[src/rtl/eq_band_mixer.sv]
// rtl/eq_band_mixer.sv - per-band gain ramp, time-multiplexed accumulate, saturate and offset for the DAC
module eq_band_mixer #(
  parameter int p      = 10,
  parameter int f      = 14,
  parameter int Width  = p + f + 1,
  parameter int NB     = 3,
  parameter int GB     = 3,
  parameter int GSHIFT = 2
) (
  input  logic                  sclk,
  input  logic                  rst,
  input  logic                  in_valid,
  input  logic [NB*Width-1:0]   band_data,
  input  logic [NB*GB-1:0]      gain_tgt,
  output logic                  busy,
  output logic                  out_valid,
  output logic [Width-1:0]      dato_dac,
  output logic                  overrun
);

  localparam int ACCW = Width + GB + $clog2(NB) + 1;
  localparam int PW   = Width + GB + 1;
  localparam int IW   = (NB > 1) ? $clog2(NB) : 1;

  localparam logic signed [ACCW-1:0] OFFSET  = {{(ACCW-f){1'b0}}, 1'b1, {(f-1){1'b0}}};
  localparam logic signed [ACCW-1:0] SAT_MAX = {{(ACCW-Width+1){1'b0}}, {(Width-1){1'b1}}};
  localparam logic signed [ACCW-1:0] SAT_MIN = {{(ACCW-Width+1){1'b1}}, {(Width-1){1'b0}}};
  localparam logic [GB-1:0]          UNITY   = GB'(1 << GSHIFT);

  typedef enum logic [1:0] {IDLE, ACC, SAT} state_t;

  state_t                   state_q, state_d;
  logic [IW-1:0]            idx_q, idx_d;
  logic [NB*Width-1:0]      band_q, band_d;
  logic [NB*GB-1:0]         gain_q, gain_d, gain_ramp;
  logic signed [ACCW-1:0]   acc_q, acc_d;
  logic [Width-1:0]         dato_q, dato_d;
  logic                     pend_q, pend_d;
  logic                     out_valid_q, out_valid_d;
  logic                     overrun_q, overrun_d;

  logic                     accept;
  logic signed [Width-1:0]  band_sel;
  logic [GB-1:0]            gain_sel;
  logic signed [PW-1:0]     prod;
  logic signed [PW-1:0]     term;
  logic signed [ACCW-1:0]   sum_off;

  // State register
  always_ff @(posedge sclk or negedge rst) begin
    if (!rst) state_q <= IDLE;
    else      state_q <= state_d;
  end

  // Next-state logic
  always_comb begin
    state_d = state_q;
    unique case (state_q)
      IDLE:    if (in_valid) state_d = ACC;
      ACC:     if (idx_q == IW'(NB-1)) state_d = SAT;
      SAT:     state_d = IDLE;
      default: state_d = IDLE;
    endcase
  end

  // FSM outputs
  always_comb begin
    busy   = (state_q != IDLE);
    accept = (state_q == IDLE) && in_valid;
  end

  // Each gain moves at most one code per accepted sample so level changes stay click-free
  always_comb begin
    gain_ramp = gain_q;
    for (int k = 0; k < NB; k++) begin
      if (gain_tgt[k*GB +: GB] > gain_q[k*GB +: GB])
        gain_ramp[k*GB +: GB] = gain_q[k*GB +: GB] + 1'b1;
      else if (gain_tgt[k*GB +: GB] < gain_q[k*GB +: GB])
        gain_ramp[k*GB +: GB] = gain_q[k*GB +: GB] - 1'b1;
    end
  end

  always_comb begin
    band_sel = '0;
    gain_sel = '0;
    for (int k = 0; k < NB; k++) begin
      if (idx_q == IW'(k)) begin
        band_sel = band_q[k*Width +: Width];
        gain_sel = gain_q[k*GB +: GB];
      end
    end
    prod    = PW'(band_sel) * $signed({1'b0, gain_sel});
    term    = prod >>> GSHIFT;
    sum_off = acc_q + OFFSET;
  end

  always_comb begin
    idx_d       = idx_q;
    band_d      = band_q;
    gain_d      = gain_q;
    acc_d       = acc_q;
    dato_d      = dato_q;
    pend_d      = 1'b0;
    out_valid_d = pend_q;
    overrun_d   = overrun_q | (in_valid & busy);
    if (accept) begin
      idx_d  = '0;
      band_d = band_data;
      gain_d = gain_ramp;
      acc_d  = '0;
    end
    if (state_q == ACC) begin
      acc_d = acc_q + ACCW'(term);
      idx_d = idx_q + 1'b1;
    end
    // Result register loads here; the strobe trails it by one cycle
    if (state_q == SAT) begin
      pend_d = 1'b1;
      if (sum_off > SAT_MAX)      dato_d = SAT_MAX[Width-1:0];
      else if (sum_off < SAT_MIN) dato_d = SAT_MIN[Width-1:0];
      else                        dato_d = sum_off[Width-1:0];
    end
  end

  always_ff @(posedge sclk or negedge rst) begin
    if (!rst) begin
      idx_q       <= '0;
      band_q      <= '0;
      gain_q      <= {NB{UNITY}};
      acc_q       <= '0;
      dato_q      <= '0;
      pend_q      <= 1'b0;
      out_valid_q <= 1'b0;
      overrun_q   <= 1'b0;
    end else begin
      idx_q       <= idx_d;
      band_q      <= band_d;
      gain_q      <= gain_d;
      acc_q       <= acc_d;
      dato_q      <= dato_d;
      pend_q      <= pend_d;
      out_valid_q <= out_valid_d;
      overrun_q   <= overrun_d;
    end
  end

  assign out_valid = out_valid_q;
  assign dato_dac  = dato_q;
  assign overrun   = overrun_q;

endmodule

[config.mk]
export PLATFORM = sky130hd
export DESIGN_NAME = eq_band_mixer
export DESIGN_NICKNAME = d
export VERILOG_FILES = /design/src/rtl/eq_band_mixer.sv
export SDC_FILE = /design/constraint.sdc
export NUM_CORES = 1
export LEC_CHECK = 0
export CAP_MARGIN = 5
export CORE_AREA = 5 5 141 143
export DETAILED_ROUTE_END_ITERATION = 8
export DIE_AREA = 0 0 146 148
export PLACE_DENSITY = 0.85
export SLEW_MARGIN = 20
export SYNTH_ARGS = -nofsm -noshare
export SYNTH_HDL_FRONTEND = slang
export SYNTH_SLANG_ARGS = --single-unit
[constraint.sdc]
create_clock -name sclk -period 12.2 [get_ports sclk]
set_clock_uncertainty 0.1 [all_clocks]
set_input_delay 2.44 -clock sclk [delete_from_list [all_inputs] [get_ports sclk]]
set_output_delay 2.44 -clock sclk [all_outputs]
set_load 0.05 [all_outputs]
After elaboration in Yosys (flattened, before gate mapping). Cells that the tools add are included.

Reductions and logical operators: 12. Bitwise operators: 2. Multiply operators: 1. Magnitude comparators: 8. Eq/ne operators: 6. $add $sub $neg: 9. Multiplexer cells: 22.

Operators with widths (number): two-way mux 25 bit (5); two-way mux 31 bit (2); adder 31 x 15 -> 31 bit (second input constant) (1); adder 31 x 27 -> 31 bit (1); > comparator 31 x 25 -> 1 bit (second input constant) (1); less-than comparator 31 x 25 -> 1 bit (second input constant) (1); multiplier 25 x 4 -> 29 bit (1); two-way mux 3 bit (9); nonzero test 2 bit (5); adder 3 x 1 -> 3 bit (second input constant) (3); > comparator 3 bit (3); less-than comparator 3 bit (3); subtractor 3 x 1 -> 3 bit (second input constant) (3); two-way mux 2 bit (4); AND reduction 2 bit (4); == test 2 x 1 -> 1 bit (second input constant) (2); == test 2 bit (second input constant) (2); zero test 2 bit (2); != test 2 bit (second input constant) (2); case mux 2 bit (2 select lines) (1); adder 2 x 1 -> 2 bit (second input constant) (1); AND 1 bit (1); logical AND 1 bit (1); two-way mux 1 bit (1); bitwise OR 1 bit (1).

Output and inout port bits: 28. Register bits: 147. Logic and storage cells: 71. Bits of input ports: 87.

Logic depth before layout (Yosys ltp). Gate-level depths: netlist of run 1.

Depth in word-level cells: 7. Depth in mapped cells: 35. Gate-level depth less buffers: 33.

Worst setup path after synthesis of run 1. Ideal clock, no wire load.

Kind: register to register. Start point: register idx_q[0]. End point: register acc_q[28]. Buffers on the path: 4. Period minus slack after synthesis: 6.596 ns. Path slack: 5.604 ns. Arrival time: 6.367 ns. Setup time: 0.129 ns. Data required time: 11.971 ns. Stages on the path, launching flop included: 33. Cells stage by stage: dfrtp_1 ha_1 clkbuf_1 clkbuf_1 a21oi_1 nor2_1 a21oi_1 clkbuf_1 nor2_1 ha_1 inv_1 fa_1 inv_1 ha_1 a21o_1 a21o_1 a221oi_1 a21boi_0 o21bai_1 a21oi_1 xnor2_1 ha_1 clkbuf_1 nand2_1 o21ai_0 nor4_1 nor3_1 o21ba_1 o2111a_1 or3_1 a21oi_1 xor2_1 o21ai_1.

Longest elaborated chain between the ends: 7. Elaborated cells between the ends (all ways): 12. Those cells by class: 1 x add/sub; 1 x mul; 2 x eq/ne; 7 x mux; 1 x reduce/logical.

Ends and longest elaborated chain: from (decl) (line 33) `logic [IW-1:0] idx_q, idx_d;`; from (signal assigned) (line 136) `idx_q <= idx_d;`; zero test 2 bit (line 87) `if (idx_q == IW'(k)) begin`; two-way mux 25 bit or two-way mux 3 bit (tied branches) (3 in a row) (line 87); multiplier 25 x 4 -> 29 bit (*) (line 92) `prod = PW'(band_sel) * $signed({1'b0, gain_sel});`; adder 31 x 27 -> 31 bit (*) (line 113) `acc_d = acc_q + ACCW'(term);`; two-way mux 31 bit (*) (line 112) `if (state_q == ACC) begin`; to (signal assigned) (line 130) `acc_q <= '0;`; to (signal assigned) (line 139) `acc_q <= acc_d;`; to (decl) (line 36) `logic signed [ACCW-1:0] acc_q, acc_d;`.

Mark *: on every way between the ends. The rest lies on a longest branch, timed or not. A chain may end at the register's enable or synchronous reset.

Worst setup path after layout of run 1.
Start point: register idx_q[1]. End point: register acc_q[28].

Same word-level chain as after synthesis.

==> metrics.yaml, run 1 <==
cpPeakStageDelay_ns: 0.82
antenna_left: 0
cts_resized: 0
gr-usage-met3: 0.0368
cts_root_buf: "clkbuf_16"
path_class: "reg -> reg"
wl_um: 25400
ys_warn_count: 0
post_cts_buffers: 0
grt_setup_unrepaired: "false"
synth.most_common_cell: "nand2_1"
htreeDepth: 4
worst-path-max-fanout: 56
yosys-top-cells-count: "325 x nand2_1, 150 x nor2_1, 144 x dfrtp_1"
drtIter0Drc: 746
synth_seq_cells: 147
grt_pass1_wl_um: 43300
clock_path_buffers: 2
globalRoute.busiestLayer: "met2"
routedWlPerCell_um: 14.3
areaGrowthSynthToFinish_pct: 15.9
fmax_mhz: 136
final_nets: 1743
synth_area_sq_um: 11400
async_reset_ff_frac: 1.00
period_share: 0.602
via_per_inst: 5.56
coreArea_sq_um: 18500
antenna_found_initial: 0
grt_use_met1: 0.329
yosysUniqueCellTypes: 69
avgSynthCellArea_sq_um: 7.84
numCtsBuffers: 17
cp-start-kind: "flip-flop"
hold_viol_final: 0
io_buffer_count: 114
firstDrtPassIters: 5
status: "finished, final reports clean"
grtUsageMet2: 0.388
hold_class: "reg -> reg"
fp.dieH_um: 148
fin_setup_tns_ns: 0
vias: 9872
syn_inst: 1453
tightest_slew_ns: 1.03
grt_pass1_vias: 9465
dp_hpwl_um: 18600
place.gp.congestion: 0.899
synth.area.top_cells: "dfrtp_1 32%, ha_1 11%, nand2_1 11%"
drive_gt1_frac: 0.0662
drc: 0
synth_area_leader_cell: "dfrtp_1"
cts_hold_buf: 0
die_w_um: 146
synth_nets: 1668
crit_required_ns: 12.39
setup_viol: 0
grt_max_degree: 108
clk_pin_slew_ns: 0.07
drv_slew: 0
endpoint_kind: "flip-flop"
layout_min_cycle_time_ns: 7.34
start_util: 0.617
grt_use_total: 0.236
num_rows: 50
clk_latency_ns: 0.43
n_antenna_cell: 0
relSlewSlack: 0.315
synth_top_area_share: 0.316
ios: 115
arrival_ns: 7.53
cp_slowest_cell: "ha_2"
ys_seq_area_frac: 0.323
min_path_cells: 0
maxCapViolations: 0
ff2ff_path_depth: 31
worst_path_most_repeated_cell: "a21oi_1"
cts_tree: "yes"
ys.flop_type: "dfrtp_1"
overflow: 0
synth-edff-count: 0
die-area_sq_um: 21600
cts_num_sinks: 147
-- per-stage QoR --
step | utilization | worst slack, ns | hold WS [ns] | std cells | instance area, sq um
6_report | 0.716 | 4.86 | 0.251 | 1775 | 13200
4_1_cts | 0.715 | 4.89 | 0.254 | 1775 | 13200
5_1_grt | 0.716 | 4.20 | 0.270 | 1775 | 13200
3_5_place_dp | 0.683 | 4.95 | 0.240 | 1743 | 12600
3_3_place_gp | 0.683 | 5.15 | 0.232 | 1743 | 12600
2_1_floorplan | - | 5.60 | 0.231 | 1453 | 11400
-- flip-flops by register name, indices dropped and copies added, names as in the netlist --
name and cells:
acc_q 31, band_q 75, dato_dac 25, gain_q 9
idx_q 2, out_valid 1, out_valid_d 1, overrun 1
state_q 2
-- worst max-delay path, delay by kind of cell, from the launching register on --
| family | cells | cell delay [ns] |
|---|---|---|
| simple gates | 8 | 1.11 |
| flops | 1 | 0.39 |
| buf+inv | 3 | 0.45 |
| compound gates | 13 | 2.31 |
| xor+xnor | 2 | 0.30 |
| fa+ha+maj | 5 | 2.50 |
-- routing by layer --
metal | wire [um] | vias up
met4 | 429 | 0
li1 | - | 4954
met2 | 11700 | 329
met5 | 0 | -
met1 | 11800 | 4549
met3 | 1420 | 40
-- layout make-up --
cell class | count | area, sq um
flip-flops and latches | 147 | 3680
multi-input cells | 1115 | 6980
repair buffers | 121 | 1190
clock buffers | 19 | 453
well taps | 234 | 293
clock inverters | 13 | 138
fillers | 1385 | 5250
inverters | 126 | 473
-- logic make-up (layout without fill, tap and decap cells) --
family / Yosys count / count (layout) / share of synthesized area
simple gates: 625 / 625 / 0.238
compound gates: 287 / 287 / 0.154
buf+inv: 191 / 279 / 0.0667
flops: 147 / 147 / 0.323
fa+ha+maj: 128 / 128 / 0.160
xor+xnor: 71 / 71 / 0.0552
mux: 4 / 4 / 0.00395
-- worst paths after layout --
| kind | slack, ns | from | endpoint |
|---|---|---|---|
| setup reg to reg | 4.86 | idx_q[1] | acc_q[28] |
| hold reg to reg | 0.25 | out_valid_d | out_valid |
| max in group asynchronous | 8.69 | rst | band_q[67] |
| setup / recovery | 4.86 | idx_q[1] | acc_q[28] |
| min in group asynchronous | 1.92 | rst | acc_q[26] |
| hold / removal | 0.25 | out_valid_d | out_valid |
-- cells in the final DEF, fill, tap and decap left out, drive strengths merged, types with 10 or more instances in the layout --
cell | Yosys | final
xnor2 | 45 | 45
nand2b | 10 | 10
clkbuf | 49 | 19
clkdlybuf4s50 | 0 | 113
nand3 | 48 | 48
a21oi | 114 | 114
nor2 | 150 | 150
dfrtp | 144 | 144
inv | 126 | 136
nand4 | 11 | 11
a211oi | 11 | 11
o21ai | 83 | 83
a21o | 28 | 28
nand2 | 327 | 327
fa | 29 | 29
or2 | 26 | 26
ha | 99 | 99
xor2 | 26 | 26
nor3 | 10 | 10
Power of run 1 is left out: the tool's default activity adds up to more than one toggle a clock period on the data nets, which glitch-free logic cannot reach.
==> run 2, diff against run 1 <==
--- a/config.mk
+++ b/config.mk
@@ -6,10 +6,10 @@
 export NUM_CORES = 1
 export LEC_CHECK = 0
 export CAP_MARGIN = 5
-export CORE_AREA = 5 5 141 143
+export CORE_AREA = 5 5 153 155
 export DETAILED_ROUTE_END_ITERATION = 8
-export DIE_AREA = 0 0 146 148
-export PLACE_DENSITY = 0.85
+export DIE_AREA = 0 0 158 160
+export PLACE_DENSITY = 0.76
 export SLEW_MARGIN = 20
 export SYNTH_ARGS = -nofsm -noshare
 export SYNTH_HDL_FRONTEND = slang
==> constraint.sdc (replaced) <==
create_clock -name sclk -period 6.71 [get_ports sclk]
set_clock_uncertainty 0.1 [all_clocks]
set_input_delay 1.342 -clock sclk [delete_from_list [all_inputs] [get_ports sclk]]
set_output_delay 1.342 -clock sclk [all_outputs]
set_load 0.05 [all_outputs]
==> run 2 against run 1 <==
  * Non-clock buffer count up 20
  * Register-to-register slack got worse by 4.6 ns
  * Worst setup slack worse by 4.6 ns
  * Critical path depth is 1 lower
  * Hold slack improved by 0.0059 ns
  * Global-route usage shrank 3.4 points
  * Die area is 17% higher
  * Critical path type unchanged
==> metrics.yaml, run 2 (synthesis gave the netlist of run 1 again) <==
clk_latency_ns: 0.43  # about the same
via_per_inst: 5.35  # -3.8%
ff2ff_path_depth: 30  # -3.2%
clock_path_buffers: 2  # unchanged
grt_pass1_wl_um: 43300  # about the same
reg2reg_from: "idx_q[0]"
place.gp.congestion: 0.953  # +6.0%
die-area_sq_um: 25300  # +17%
clk_pin_slew_ns: 0.07  # about the same
hold_end: "out_valid"
r2r_end: "acc_q[27]"
n_antenna_cell: 0  # unchanged
start_util: 0.525  # -0.0920
final_nets: 1763  # +1.1%
final_common_cell: "nand2_1"
drive_gt1_frac: 0.110  # +0.0434
endpoint_kind: "flip-flop"
io_buffer_count: 114  # unchanged
htreeDepth: 4  # unchanged
status: "finished, final reports clean"
coreArea_sq_um: 21700  # +18%
dp_hpwl_um: 18700  # +0.85%
drc: 0  # unchanged
layout_min_cycle_time_ns: 6.47  # -0.871 ns
maxCapViolations: 0  # unchanged
grt_pass1_vias: 9195  # -2.9%
routedWlPerCell_um: 14.4  # +0.36%
min_path_cells: 0  # unchanged
worst_path_most_repeated_cell: "nor2_1"
cp_slowest_cell: "fa_1"
overflow: 0  # unchanged
cts_num_sinks: 147  # unchanged
drtIter0Drc: 623  # -16%
die_w_um: 158  # +8.2%
dpl_worst_slack_ns: 0.0989  # -4.85 ns
drv_slew: 0  # unchanged
vias: 9845  # -0.27%
hold_class: "reg -> reg"
largest_register: "band_q"
relSlewSlack: 0.271  # -0.0437
period_share: 0.964  # +0.362
antenna_left: 0  # unchanged
areaGrowthSynthToFinish_pct: 20.6
final_cell_mix: "323 x nand2_1, 150 x nor2_1, 144 x dfrtp_1, 124 x inv_1, 113 x clkdlybuf4s50_1"
cts_tree: "yes"
tightest_slew_ns: 1.09  # +0.0656 ns
cpPeakStageDelay_ns: 0.52  # -0.30 ns
worst_slack_ns: 0.240  # -4.62 ns
holdCritStartpoint: "out_valid_d"
largest_register_ffs: 75  # unchanged
grt_max_degree: 108  # unchanged
num_rows: 54  # +8.0%
path_class: "reg -> reg"
arrival_ns: 6.63  # -0.90 ns
worst-path-max-fanout: 16  # -71%
numCtsBuffers: 17  # unchanged
setup_viol: 0  # unchanged
antenna_found_initial: 0  # unchanged
cp-start-kind: "flip-flop"
fmax_mhz: 155  # +13%
cts_root_buf: "clkbuf_16"
grt_use_total: 0.202  # -0.0336
wl_um: 26400  # +4.1%
r2r_slack_ns: 0.24  # -4.62 ns
crit_required_ns: 6.87  # -5.52 ns
hold_viol_final: 0  # unchanged
ios: 115  # unchanged
fp.dieH_um: 160  # +8.1%
firstDrtPassIters: 5  # unchanged
==> run 2: worst max-delay path: cells and delay by family, from the launching register on <==
kind | cells | cell delay (ns)
flip-flops | 1 | 0.45
XOR/XNOR | 2 | 0.32
buffers and inverters | 5 | 0.59
adder cells (fa/ha/maj) | 5 | 1.78
AO/OA/AOI/OAI | 9 | 1.92
AND/OR/NAND/NOR | 9 | 1.14
==> run 2: worst max-delay path by stage <==
| stage | depth (start not counted) | slack, ns | startpoint | to |
|---|---|---|---|---|
| floorplan | 32 | 0.11 | idx_q[0] | acc_q[28] |
| global placement | 31 | 0.27 | idx_q[1] | acc_q[28] |
| detailed placement | 33 | 0.1 | idx_q[1] | acc_q[30] |
| CTS | 31 | 0.03 | idx_q[1] | acc_q[28] |
| global route | 32 | -0.18 | idx_q[0] | acc_q[28] |
| finish | 30 | 0.24 | idx_q[0] | acc_q[27] |
==> run 2: repair_timing <==
item,CTS,global route
hold buffers,0,0
resized for setup,0,60
endpoints found under the hold margin,0,0
setup buffers,0,10
endpoints found under the setup margin,0,12
==> run 2: metal layers <==
| metal | track usage | wire length, um | vias up |
|---|---|---|---|
| met5 | 0 | 0 | - |
| met4 | 0.0392 | 238 | 0 |
| met3 | 0.0325 | 1520 | 26 |
| met2 | 0.311 | 12100 | 275 |
| met1 | 0.304 | 12500 | 4560 |
| li1 | - | - | 4984 |
==> run 2: layout make-up <==
class / count / area [sq um]
inverters: 126 / 473
repair buffers: 141 / 1430
fillers: 1804 / 7950
well taps: 280 / 350
multi-input cells: 1115 / 7200
clock buffers: 18 / 429
flip-flops and latches: 147 / 3680
clock inverters: 14 / 170
==> run 2: stage by stage <==
stage,instance area [sq um],hold slack [ns],TNS (ns),util,std cells
6_report,13700,0.257,0,0.633,1841
5_1_grt,13700,0.272,-0.594,0.633,1841
4_1_cts,13400,0.264,0,0.616,1829
3_5_place_dp,12800,0.256,0,0.589,1797
3_3_place_gp,12800,0.233,0,0.589,1797
2_1_floorplan,11400,0.231,0,-,1453
Power of run 2 is left out for the same reason.
